--- config.mk ---
export PLATFORM = sky130hd
export DESIGN_NAME = bp_update
export DESIGN_NICKNAME = d
export VERILOG_FILES = /design/src/rtl/bp_update.sv
export SDC_FILE = /design/constraint.sdc
export NUM_CORES = 1
export LEC_CHECK = 0
export ABC_AREA = 0
export BUFFER_PORTS_ARGS = -buffer_cell sky130_fd_sc_hd__buf_2
export CAP_MARGIN = 20
export CORE_UTILIZATION = 51
export DETAILED_ROUTE_END_ITERATION = 7
export GPL_TIMING_DRIVEN = 0
export PLACE_DENSITY = 0.73
export SYNTH_ARGS = -nofsm -noshare
export SYNTH_HDL_FRONTEND = slang
export SYNTH_HIERARCHICAL = 1
export SYNTH_SLANG_ARGS = --single-unit
export TNS_END_PERCENT = 5
--- constraint.sdc ---
create_clock -name clk -period 2.8 [get_ports clk]
set_input_delay 0.56 -clock clk [delete_from_list [all_inputs] [get_ports clk]]
set_output_delay 0.56 -clock clk [all_outputs]
set_load 0.02 [all_outputs]
--- src/rtl/bp_update.sv ---
// bp_fifo: small generic FIFO with registered storage and a combinational head read.
// Latency: a pushed entry is visible at the head the cycle after the push.
// Backpressure: the caller gates push/pop; full/empty are decoded from the occupancy counter.
module bp_fifo #(
  parameter int WIDTH = 8,
  parameter int DEPTH = 4
) (
  input  logic             clk,
  input  logic             rst_n,
  input  logic             push,
  input  logic [WIDTH-1:0] wdat,
  input  logic             pop,
  output logic [WIDTH-1:0] rdat,
  output logic             full,
  output logic             empty
);
  localparam int PW = $clog2(DEPTH);
  localparam int CW = $clog2(DEPTH + 1);

  logic [WIDTH-1:0] mem [DEPTH];
  logic [PW-1:0]    wptr;
  logic [PW-1:0]    rptr;
  logic [CW-1:0]    cnt;

  assign full  = (cnt == CW'(DEPTH));
  assign empty = (cnt == '0);
  assign rdat  = mem[rptr];

  // Pointers wrap for free because DEPTH is a power of two.
  always_ff @(posedge clk or negedge rst_n) begin
    if (!rst_n) begin
      wptr <= '0;
      rptr <= '0;
      cnt  <= '0;
    end else begin
      if (push) wptr <= wptr + 1'b1;
      if (pop)  rptr <= rptr + 1'b1;
      case ({push, pop})
        2'b10:   cnt <= cnt + 1'b1;
        2'b01:   cnt <= cnt - 1'b1;
        default: cnt <= cnt;
      endcase
    end
  end

  always_ff @(posedge clk) begin
    if (push) mem[wptr] <= wdat;
  end
endmodule

// bp_update: queues resolved branches and read-modify-writes the 2-bit table entry (stats: BP_UPD_STATS_EN).
// Latency: tbl_rd earliest 1 cycle after the push, tbl_we 3 cycles after; one update per 3 cycles.
// Backpressure: tbl_busy stalls READ/WRITE one cycle each; a push into a full FIFO drops unless a pop coincides.
module bp_update #(
  parameter int IDX_W = 4,
  parameter int DEPTH = 4
) (
  input  logic                  clk,
  input  logic                  rst_n,
  input  logic                  res_valid,
  input  logic [31:0]           res_pc,
  input  logic                  res_taken,
  input  logic [31:0]           res_target,
  input  logic                  res_mispred,
  output logic                  upd_full,
  output logic                  upd_idle,
  input  logic                  tbl_busy,
  output logic                  tbl_rd,
  output logic [IDX_W-1:0]      tbl_addr,
  input  logic [1:0]            tbl_rcnt,
  input  logic [31-IDX_W-2:0]   tbl_rtag,
  output logic                  tbl_we,
  output logic [1:0]            tbl_wcnt,
  output logic [31-IDX_W-2:0]   tbl_wtag,
  output logic [31:0]           tbl_wtarget,
  output logic [15:0]           stat_mispred,
  output logic [15:0]           stat_drop
);
  typedef struct packed {
    logic [29:0] pc_w;
    logic        taken;
    logic [31:0] target;
  } hdr_t;

  typedef enum logic [1:0] {IDLE, READ, CALC, WRITE} state_t;

  state_t     state, state_nxt;
  hdr_t       head, wrk;
  logic       fifo_empty, push, pop, hit;
  logic [1:0] wcnt_q, wcnt_nxt;
  logic       unused_pc_lo;

  assign unused_pc_lo = ^res_pc[1:0];

  assign pop  = (state == READ) && !tbl_busy;
  assign push = res_valid && (!upd_full || pop);

  bp_fifo #(.WIDTH($bits(hdr_t)), .DEPTH(DEPTH)) u_fifo (
    .clk   (clk),
    .rst_n (rst_n),
    .push  (push),
    .wdat  ({res_pc[31:2], res_taken, res_target}),
    .pop   (pop),
    .rdat  (head),
    .full  (upd_full),
    .empty (fifo_empty)
  );

  assign upd_idle    = fifo_empty && (state == IDLE);
  assign tbl_rd      = pop;
  assign tbl_we      = (state == WRITE) && !tbl_busy;
  assign tbl_addr    = (state == READ) ? head.pc_w[IDX_W-1:0] : wrk.pc_w[IDX_W-1:0];
  assign tbl_wcnt    = wcnt_q;
  assign tbl_wtag    = wrk.pc_w[29:IDX_W];
  assign tbl_wtarget = wrk.target;

  assign hit = (tbl_rtag == wrk.pc_w[29:IDX_W]);

  // Saturating update; a miss only allocates (weak taken) when the branch was taken.
  always_comb begin
    wcnt_nxt = 2'b10;
    if (hit) begin
      if (wrk.taken) wcnt_nxt = (tbl_rcnt == 2'b11) ? 2'b11 : tbl_rcnt + 2'b01;
      else           wcnt_nxt = (tbl_rcnt == 2'b00) ? 2'b00 : tbl_rcnt - 2'b01;
    end
  end

  always_ff @(posedge clk or negedge rst_n) begin
    if (!rst_n) begin
      state  <= IDLE;
      wrk    <= '0;
      wcnt_q <= 2'b00;
    end else begin
      state <= state_nxt;
      if (pop)            wrk    <= head;
      if (state == CALC)  wcnt_q <= wcnt_nxt;
    end
  end

  always_comb begin
    state_nxt = state;
    case (state)
      IDLE:    if (!fifo_empty) state_nxt = READ;
      READ:    if (!tbl_busy) state_nxt = CALC;
      CALC:    state_nxt = (hit || wrk.taken) ? WRITE : IDLE;
      WRITE:   if (!tbl_busy) state_nxt = fifo_empty ? IDLE : READ;
      default: state_nxt = IDLE;
    endcase
  end

`ifdef BP_UPD_STATS_EN
  logic [15:0] mis_q, drop_q;

  always_ff @(posedge clk or negedge rst_n) begin
    if (!rst_n) begin
      mis_q  <= 16'h0000;
      drop_q <= 16'h0000;
    end else begin
      if (push && res_mispred && (mis_q != 16'hFFFF))   mis_q  <= mis_q + 16'h0001;
      if (res_valid && !push && (drop_q != 16'hFFFF))   drop_q <= drop_q + 16'h0001;
    end
  end

  assign stat_mispred = mis_q;
  assign stat_drop    = drop_q;
`else
  logic unused_mispred;

  assign unused_mispred = res_mispred;
  assign stat_mispred   = 16'h0000;
  assign stat_drop      = 16'h0000;
`endif
endmodule

**Word level (Yosys, flattened, before mapping)**

Memory sizes are Yosys's and may differ from the RTL's.
Index checks and enable logic that the tools add are counted.

- Register bits: 74
- Memory bits (writable): 252
- Input port bits: 98
- Output and inout bits: 100
- Memories: 1

Memories:

| memory | words | width | read ports | clocked after memory_dff | write ports | RTL line | text |
|---|---|---|---|---|---|---|---|
| u_fifo.mem | 4 | 63 | 1 | 0 | 1 | 20 | `logic [WIDTH-1:0] mem [DEPTH];` |

- $add $sub $neg: 6
- Equal/unequal tests: 11
- Mux-type cells: 14
- Reduce and logical (&&, ||, !) cells: 13

Operator list:

| kind | count |
|---|---|
| equality test 26 bit | 1 |
| 2-to-1 mux 2 bit | 8 |
| equality test 2 bit, second input constant | 4 |
| case mux 2 bit (4 select lines) | 1 |
| adder 2 x 1 -> 2 bit, second input constant | 3 |
| inequality test 2 bit, second input constant | 3 |
| case mux 3 bit (2 select lines) | 1 |
| equality test 2 x 1 -> 1 bit, second input constant | 2 |
| logical AND 1 bit | 4 |
| logical NOT 2 bit | 2 |
| 2-to-1 mux 4 bit | 1 |
| adder 3 x 1 -> 3 bit, second input constant | 1 |
| equality test 3 bit, second input constant | 1 |
| logical NOT 3 bit | 1 |
| 2-to-1 mux 1 bit | 3 |
| AND reduction 3 bit | 1 |
| subtractor 3 x 1 -> 3 bit, second input constant | 1 |
| logical NOT 1 bit | 2 |
| logical OR 1 bit | 2 |
| nonzero test 2 bit | 1 |
| subtractor 2 x 1 -> 2 bit, second input constant | 1 |

**Depth between registers and ports, before layout**

Gate-level depths: netlist of run 1.

- Depth in word-level cells: 6
- Mapped depth: 11
- Depth with buffers taken out: 11

**By module**

Netlist of run 1, hierarchy kept.

Modules (own cells, without submodules):

| module | times used | cells an instance | area each (um^2) |
|---|---|---|---|
| bp_fifo | 1 | 366 | 9490.4 |
| bp_update | 1 | 290 | 3647.2 |

**Worst setup path before layout of run 1**

Ideal clock, no wire load.

- Path type: input to register
- From: in tbl_busy
- To: mem u_fifo/mem[3][0] in the netlist's numbering (enable)
- Data arrival time: 2.754 ns
- Setup slack: -0.382 ns
- Stages: 5
- Path buffers: 1
- Cells stage by stage: inv_1 -> and2_4 -> buf_4 -> o21a_1 -> and2_1

- Word-level cells in the longest chain between the ends: 6

Ends and longest elaborated chain:

| what | RTL line | text |
|---|---|---|
| from (decl) | 67 | `input logic tbl_busy,` |
| logical NOT 1 bit | n/a |  |
| logical AND 1 bit | 95 | `assign pop = (state == READ) && !tbl_busy;` |
| named net tbl_rd | 68 | `output logic tbl_rd,` |
| logical OR 1 bit | 96 | `assign push = res_valid && (!upd_full \|\| pop);` |
| logical AND 1 bit | 96 |  |
| named net push | 89 | `logic fifo_empty, push, pop, hit;` |
| 2-to-1 mux 1 bit | 47 | `if (push) mem[wptr] <= wdat;` |
| 2-to-1 mux 1 bit (implied by the code) | 47 |  |
| to (decl) | 20 |  |

The timed path passes the listed nets, and every way through them passes these cells.

==> results of run 1 <==
-- logic make-up (layout without fill, tap and decap cells) --
| logic type | Yosys count | after routing | share of synthesized area [%] |
|---|---|---|---|
| AO/OA/AOI/OAI | 12 | 12 | 0.6477 |
| XOR/XNOR | 32 | 32 | 2.133 |
| adder cells (fa/ha/maj) | 6 | 6 | 0.6286 |
| buffers and inverters | 121 | 353 | 6.952 |
| flip-flops | 326 | 326 | 71.70 |
| multiplexers | 130 | 130 | 16.54 |
| other | 1 | 33 | 0.02854 |
| AND/OR/NAND/NOR | 28 | 28 | 1.371 |
-- cell usage after synthesis --
cell and instances:
nor3b_1 1, nand3_1 2, nand2b_1 1, buf_6 6
a31oi_1 1, a21oi_1 1, fa_1 1, and2_4 1
mux2_2 61, inv_1 10, nor3_1 1, mux4_2 63
and2_1 4, nor2b_4 1, dfrtp_1 74, xnor2_1 12
o21a_1 1, nor4_1 4, nor4_4 1, and3_1 2
buf_8 5, o31a_2 1, a21boi_0 1, o21ai_0 4
xor2_1 20, nand2_1 4, a22o_1 1, nor2_1 3
edfxtp_1 252, o32a_2 1, conb_1 1, nand4_1 2
buf_4 93, ha_1 5, mux2_1 6, buf_2 7
a41oi_1 1, nor2b_1 1
-- routing by layer --
layer	up-vias	GRT usage [%]
met5	-	0
met4	2	5.317
met3	37	4.329
met2	184	31.88
met1	3275	24.20
li1	2904	-
-- area by class of cell --
type                    instances  share of cell area, %
repair buffers                172                  6.297
inverters                      10                 0.2385
clock buffers                  48                  6.067
well taps                     330                  2.624
multi-input cells             240                  18.64
clock inverters                12                 0.5168
plain buffers                 111                  5.749
diodes                          1                0.01590
flip-flops and latches        326                  59.86
-- how the worst min path moves through the flow --
stage,start,endpoint,slack [ps]
after floorplan,rst_n,state[0],260
after global placement,tbl_wtarget[13],tbl_wtarget[13],470
after detailed placement,u_fifo/cnt[2],u_fifo/cnt[2],480
after CTS,res_target[1],u_fifo/mem[1][1],250
after global routing,res_target[6],u_fifo/mem[1][6],250
final,res_target[1],u_fifo/mem[3][1],270
-- registers in the layout (all words and copies together), names as in the netlist --
signal       flops
state            2
tbl_wcnt         2
tbl_wtag        26
tbl_wtarget     32
u_fifo/cnt       3
u_fifo/mem     252
u_fifo/rptr      2
u_fifo/wptr      2
wrk              5
-- critical path, stage by stage, from the launching register on --
cell and delay (ps):
dfrtp_1 390, buf_12 130, buf_12 150, mux4_2 510, mux2_2 280, buf_2 160
-- what timing repair did --
action / 4_1_cts / 5_1_grt
hold buffers: 1 / 0
pin swaps: 0 / 1
gates resized for setup: 6 / 2
endpoints found under the setup margin: 4 / 50
endpoints found under the hold margin: 19 / 0
buffers inserted: 0 / 4
-- per-stage QoR --
step,hold WS (ps),cell area [um2],setup slack (ps)
after global routing,254.7,15730,22.37
final,268.1,15740,117.3
after global placement,470.9,14480,-1913
after CTS,248.2,15700,-6.390
after detailed placement,482.5,14630,82.22
after floorplan,264.4,13260,-374.3
-- power groups by stage --
stage	Clock [mW]	Sequential, mW	Combinational [mW]
5_1_grt	4.46	7.26	6.40
3_3_place_gp	0	7.27	5.72
4_1_cts	4.29	7.16	6.03
6_report	4.18	7.14	5.94
2_1_floorplan	0	7.09	4.40
3_5_place_dp	0	7.23	5.93
==> results.yml, run 1 <==
pwr:
  power_switching_mw: 5.140
  powerDensity_nw_per_um2: 1097
  p_int_mw: 12.12
  pwr-share-seq_pct: 41.4
  sw_frac_of_total_pct: 29.79
  ir_drop_mv: 0.6339
  pwr-share-comb_pct: 34.4
  power.share.clock_pct: 24.2
  p_leak_nw: 6.057
  p_total_mw: 17.26
finish:
  multi_input_area_um2: 2933
  ff_latch_area_um2: 9419
  mostFrequentLayoutCell: "edfxtp_1"
  drive_above_1_share_pct: 50.05
  post-route-util_pct: 62.31
  final_cell_mix: "252 x edfxtp_1, 167 x buf_2, 98 x buf_4"
  layout.nets: 999
  n_fill_cell: 1818
  syn_to_final_growth_pct: 19.78
  instances_no_fill: 1250
route:
  drc: 0
  dr.max_layer_used: "met5"
  final_antenna_net_count: 0
  wl_met3_um: 1529
  wire_per_inst_um: 19.29
  initialDrtViolationCount: 272
  met1Wirelength_um: 10010
  drt_wl_total_um: 24120
  routed-wl-met2_um: 12150
  vias: 6402
  avgViaCountPerCell: 5.122
  drtPass1Iterations: 4
sta:
  tightest_slew_ps: 607.6
  final-max-slew-violation-count: 0
  finalSetupViolCount: 0
  max_freq_mhz: 372.8
  period_minus_slack_ps: 2683
  final.setup.tns_ps: 0
  timing_hold_violations_final: 0
  period_share_pct: 95.81
  grt_setup_unrepaired: "false"
  clock_skew_ps: 15.69
  slew_headroom_pct: 59.12
clocking:
  clk_path_buf_depth: 3
  cts_tree: "built"
  clock_latency_ps: 500
  cts_sinks: 326
  cts_root_buf: "clkbuf_16"
  cts_buffers: 34
  path_clk_slew_ps: 60
  cts_max_level: 2
worst_setup_path:
  crit_path_start_kind: "register"
  reg2reg_to: "u_fifo/mem[1][47]"
  crit_path_start: "u_fifo/rptr[0]"
  end_kind: "output pin"
  crit_fanout: 10
  cp_data_arrival_time_ps: 2120
  rrSetupSlack_ps: 240
  worstSetupPathType: "register to output pin"
  endpoint: "tbl_addr[0]"
  reg2reg_from: "state[0]"
  cp.required_ps: 2240
  rr_worst_depth: 6
die:
  io_pins: 198
  row_count: 58
  die_h_um: 162.5
  core_region_area_um2: 25250
  initial_utilization_pct: 52.02
  design.die.area_um2: 26410
  die_w_um: 162.5
place:
  dp_hpwl_um: 15080
  post-place-cells: 1184
  portBuffers: 162
  place.gp.congestion: 0.7081
min_path:
  min_path_type: "primary input to register"
  whs_path_depth: 1
yosys:
  ys_types: 38
  yosys_warnings: 6
  netlist.area_leader.share_pct: 57.60
  ys_seq_area_share_pct: 71.70
  syn-cell-area_um2: 13140
  synthCells: 656
  synth-seq-cells: 326
  synth_area_leaders: "edfxtp_1 58%, dfrtp_1 14%, mux4_2 11%"
  syn_area_per_cell_um2: 20.03
  synth_top_area_cell: "edfxtp_1"
global_routing:
  antenna_found_initial: 3
  gr-usage-all-layers_pct: 18.75
  grt_pass1_wl_um: 36530
  gr-total-overflow: 0
  grt_pass1_vias: 6497
  grt_max_degree: 56
status:
  status: "completed"
job:
  drv_cap: 0
Power figures use the tool's default switching activity.
==> run 2: changes to the inputs <==
--- a/config.mk
+++ b/config.mk
@@ -8,10 +8,10 @@
 export ABC_AREA = 0
 export BUFFER_PORTS_ARGS = -buffer_cell sky130_fd_sc_hd__buf_2
 export CAP_MARGIN = 20
-export CORE_UTILIZATION = 51
+export CORE_UTILIZATION = 35
 export DETAILED_ROUTE_END_ITERATION = 7
 export GPL_TIMING_DRIVEN = 0
-export PLACE_DENSITY = 0.73
+export PLACE_DENSITY = 0.52
 export SYNTH_ARGS = -nofsm -noshare
 export SYNTH_HDL_FRONTEND = slang
 export SYNTH_HIERARCHICAL = 1
==> run 2 against run 1 <==
- first-iteration DRC count increased by 11%
- routed wire length increased by 8.6%
- largest power group unchanged
- global-route usage decreased by 4.7 points
- clock-buffer cell count increased by 4
- total power increased by 2.5%
- cell area increased by 1.8%
- final cell count increased by 11%
- highest routed layer unchanged
- worst setup slack got worse by 27 ps
- clock skew increased by 1.3 ps
- non-clock buffer count decreased by 4
==> results.yml, run 2 (synthesized netlist as in run 1, its figures left out) <==
sta:
  slew_headroom_pct: 59.34
  final-max-slew-violation-count: 0
  grt_setup_unrepaired: "true"
  period_share_pct: 96.79
  max_freq_mhz: 369.0
  timing_hold_violations_final: 0
  tightest_slew_ps: 604.3
  period_minus_slack_ps: 2710
  clock_skew_ps: 17.03
  finalSetupViolCount: 0
route:
  initialDrtViolationCount: 301
  wire_per_inst_um: 18.81
  vias: 6327
  avgViaCountPerCell: 4.545
  drt_wl_total_um: 26180
  drtPass1Iterations: 4
  drc: 0
  final_antenna_net_count: 0
die:
  initial_utilization_pct: 35.71
  io_pins: 198
  row_count: 70
  die_w_um: 195.7
  design.die.area_um2: 38310
  core_region_area_um2: 36790
  die_h_um: 195.7
clocking:
  cts_tree: "built"
  cts_sinks: 326
  clk_path_buf_depth: 3
  cts_root_buf: "clkbuf_16"
  cts_max_level: 2
  cts_buffers: 37
  path_clk_slew_ps: 60
  clock_latency_ps: 510
finish:
  drive_above_1_share_pct: 50.38
  final_cell_mix: "252 x edfxtp_1, 164 x buf_2, 96 x buf_4"
  syn_to_final_growth_pct: 21.95
  largest_reg_flops: 252
  mostFrequentLayoutCell: "edfxtp_1"
  regMostFlops: "u_fifo/mem"
  layout.nets: 998
  fin_area_um2: 16020
  post-route-util_pct: 43.55
worst_setup_path:
  end_kind: "output pin"
  crit_path_start_kind: "register"
  crit_fanout: 10
  cp_data_arrival_time_ps: 2150
  cp.required_ps: 2240
  worstSetupPathType: "register to output pin"
global_routing:
  grt-busiest-layer: "met2"
  grt_use_met3_pct: 3.954
  gr-total-overflow: 0
  grt_pass1_wl_um: 40000
  antenna_found_initial: 4
  grt_max_degree: 47
  grt_use_met2_pct: 23.88
  grt_use_met1_pct: 17.57
  grt_pass1_vias: 6761
  gr-usage-all-layers_pct: 14.02
pwr:
  power.share.clock_pct: 25.7
  pwr-share-seq_pct: 40.3
  ir_drop_mv: 0.6393
  pwr-share-comb_pct: 34.0
  power_switching_mw: 5.296
  sw_frac_of_total_pct: 29.95
  powerDensity_nw_per_um2: 1104
  p_leak_nw: 6.113
  p_int_mw: 12.39
status:
  status: "completed"
min_path:
  min_path_type: "primary input to async pin"
job:
  drv_cap: 0
place:
  place.gp.congestion: 0.7093
  dp_hpwl_um: 16820
  detailed_place.area_um2: 14800
  portBuffers: 162
-- run 2: cell types whose count changed in the layout (fill, tap and decap cells not counted), sizes merged --
cell,previous run,this run
buf,281,278
clkbuf,49,53
clkinvlp,0,1
dlygate4sd3,1,0
clkinv,10,13
-- run 2: power by group through the flow --
stage,combinational [mW],sequential [mW],clock (mW)
finish,6.01,7.13,4.55
detailed placement,6.06,7.24,0
floorplan,4.40,7.09,0
global placement,5.91,7.30,0
CTS,6.14,7.15,4.72
global route,6.52,7.27,4.89
-- run 2: through the flow --
stage	instances	power [mW]	hold slack [ps]	setup TNS [ps]	setup WS (ps)
4_1_cts	1391	18.02	9.194	0	29.27
5_1_grt	1391	18.68	32.01	-12.75	-12.75
2_1_floorplan	687	11.49	264.4	-70740	-374.3
6_report	1392	17.68	14.43	0	89.78
3_5_place_dp	1322	13.30	482.1	-6067	-62.53
3_3_place_gp	1317	13.20	485.2	-467020	-2218
-- run 2: area by class of cell --
| class | count | area, um2 |
|---|---|---|
| buffer | 111 | 910.9 |
| inverter | 10 | 37.54 |
| clock inverter | 16 | 103.9 |
| tap | 468 | 585.6 |
| timing repair buffer | 168 | 967.2 |
| antenna | 1 | 2.502 |
| fill | 3295 | 20760 |
| multi-input combinational | 240 | 2940 |
| sequential | 326 | 9419 |
| clock buffer | 52 | 1055 |
-- run 2: timing repair --
action	4_1_cts	5_1_grt
gates cloned	0	0
pin swaps	2	0
setup endpoints to repair	142	57
resized for setup	8	7
buffers inserted	1	0
endpoints found under the hold margin	0	0
hold buffers	0	0
-- run 2: final timing paths --
path,start,slack [ps],depth (start not counted),endpoint
max in group asynchronous,rst_n,2130,2,tbl_wtag[11]
hold / removal,rst_n,10,1,tbl_wtarget[19]
setup reg to reg,state[0],180,6,u_fifo/mem[0][53]
min in group clk,res_target[6],260,1,u_fifo/mem[2][6]
setup / recovery,u_fifo/rptr[0],90,5,tbl_addr[3]
hold reg to reg,u_fifo/cnt[2],490,1,u_fifo/cnt[2]
-- run 2: worst max-delay path, stage by stage, from the launching register on --
cell and delay [ps]:
dfrtp_1 390, buf_12 130, buf_12 150, mux4_2 520
mux2_2 270, buf_2 160
-- run 2: metal layers --
metal / vias to the layer above / wire length (um) / share of wire [%]
met3: 43 / 1486 / 5.7
met1: 3216 / 11300 / 43
li1: 2901 / - / -
met4: 8 / 448 / 1.7
met5: - / 59 / 0.23
met2: 159 / 12890 / 49
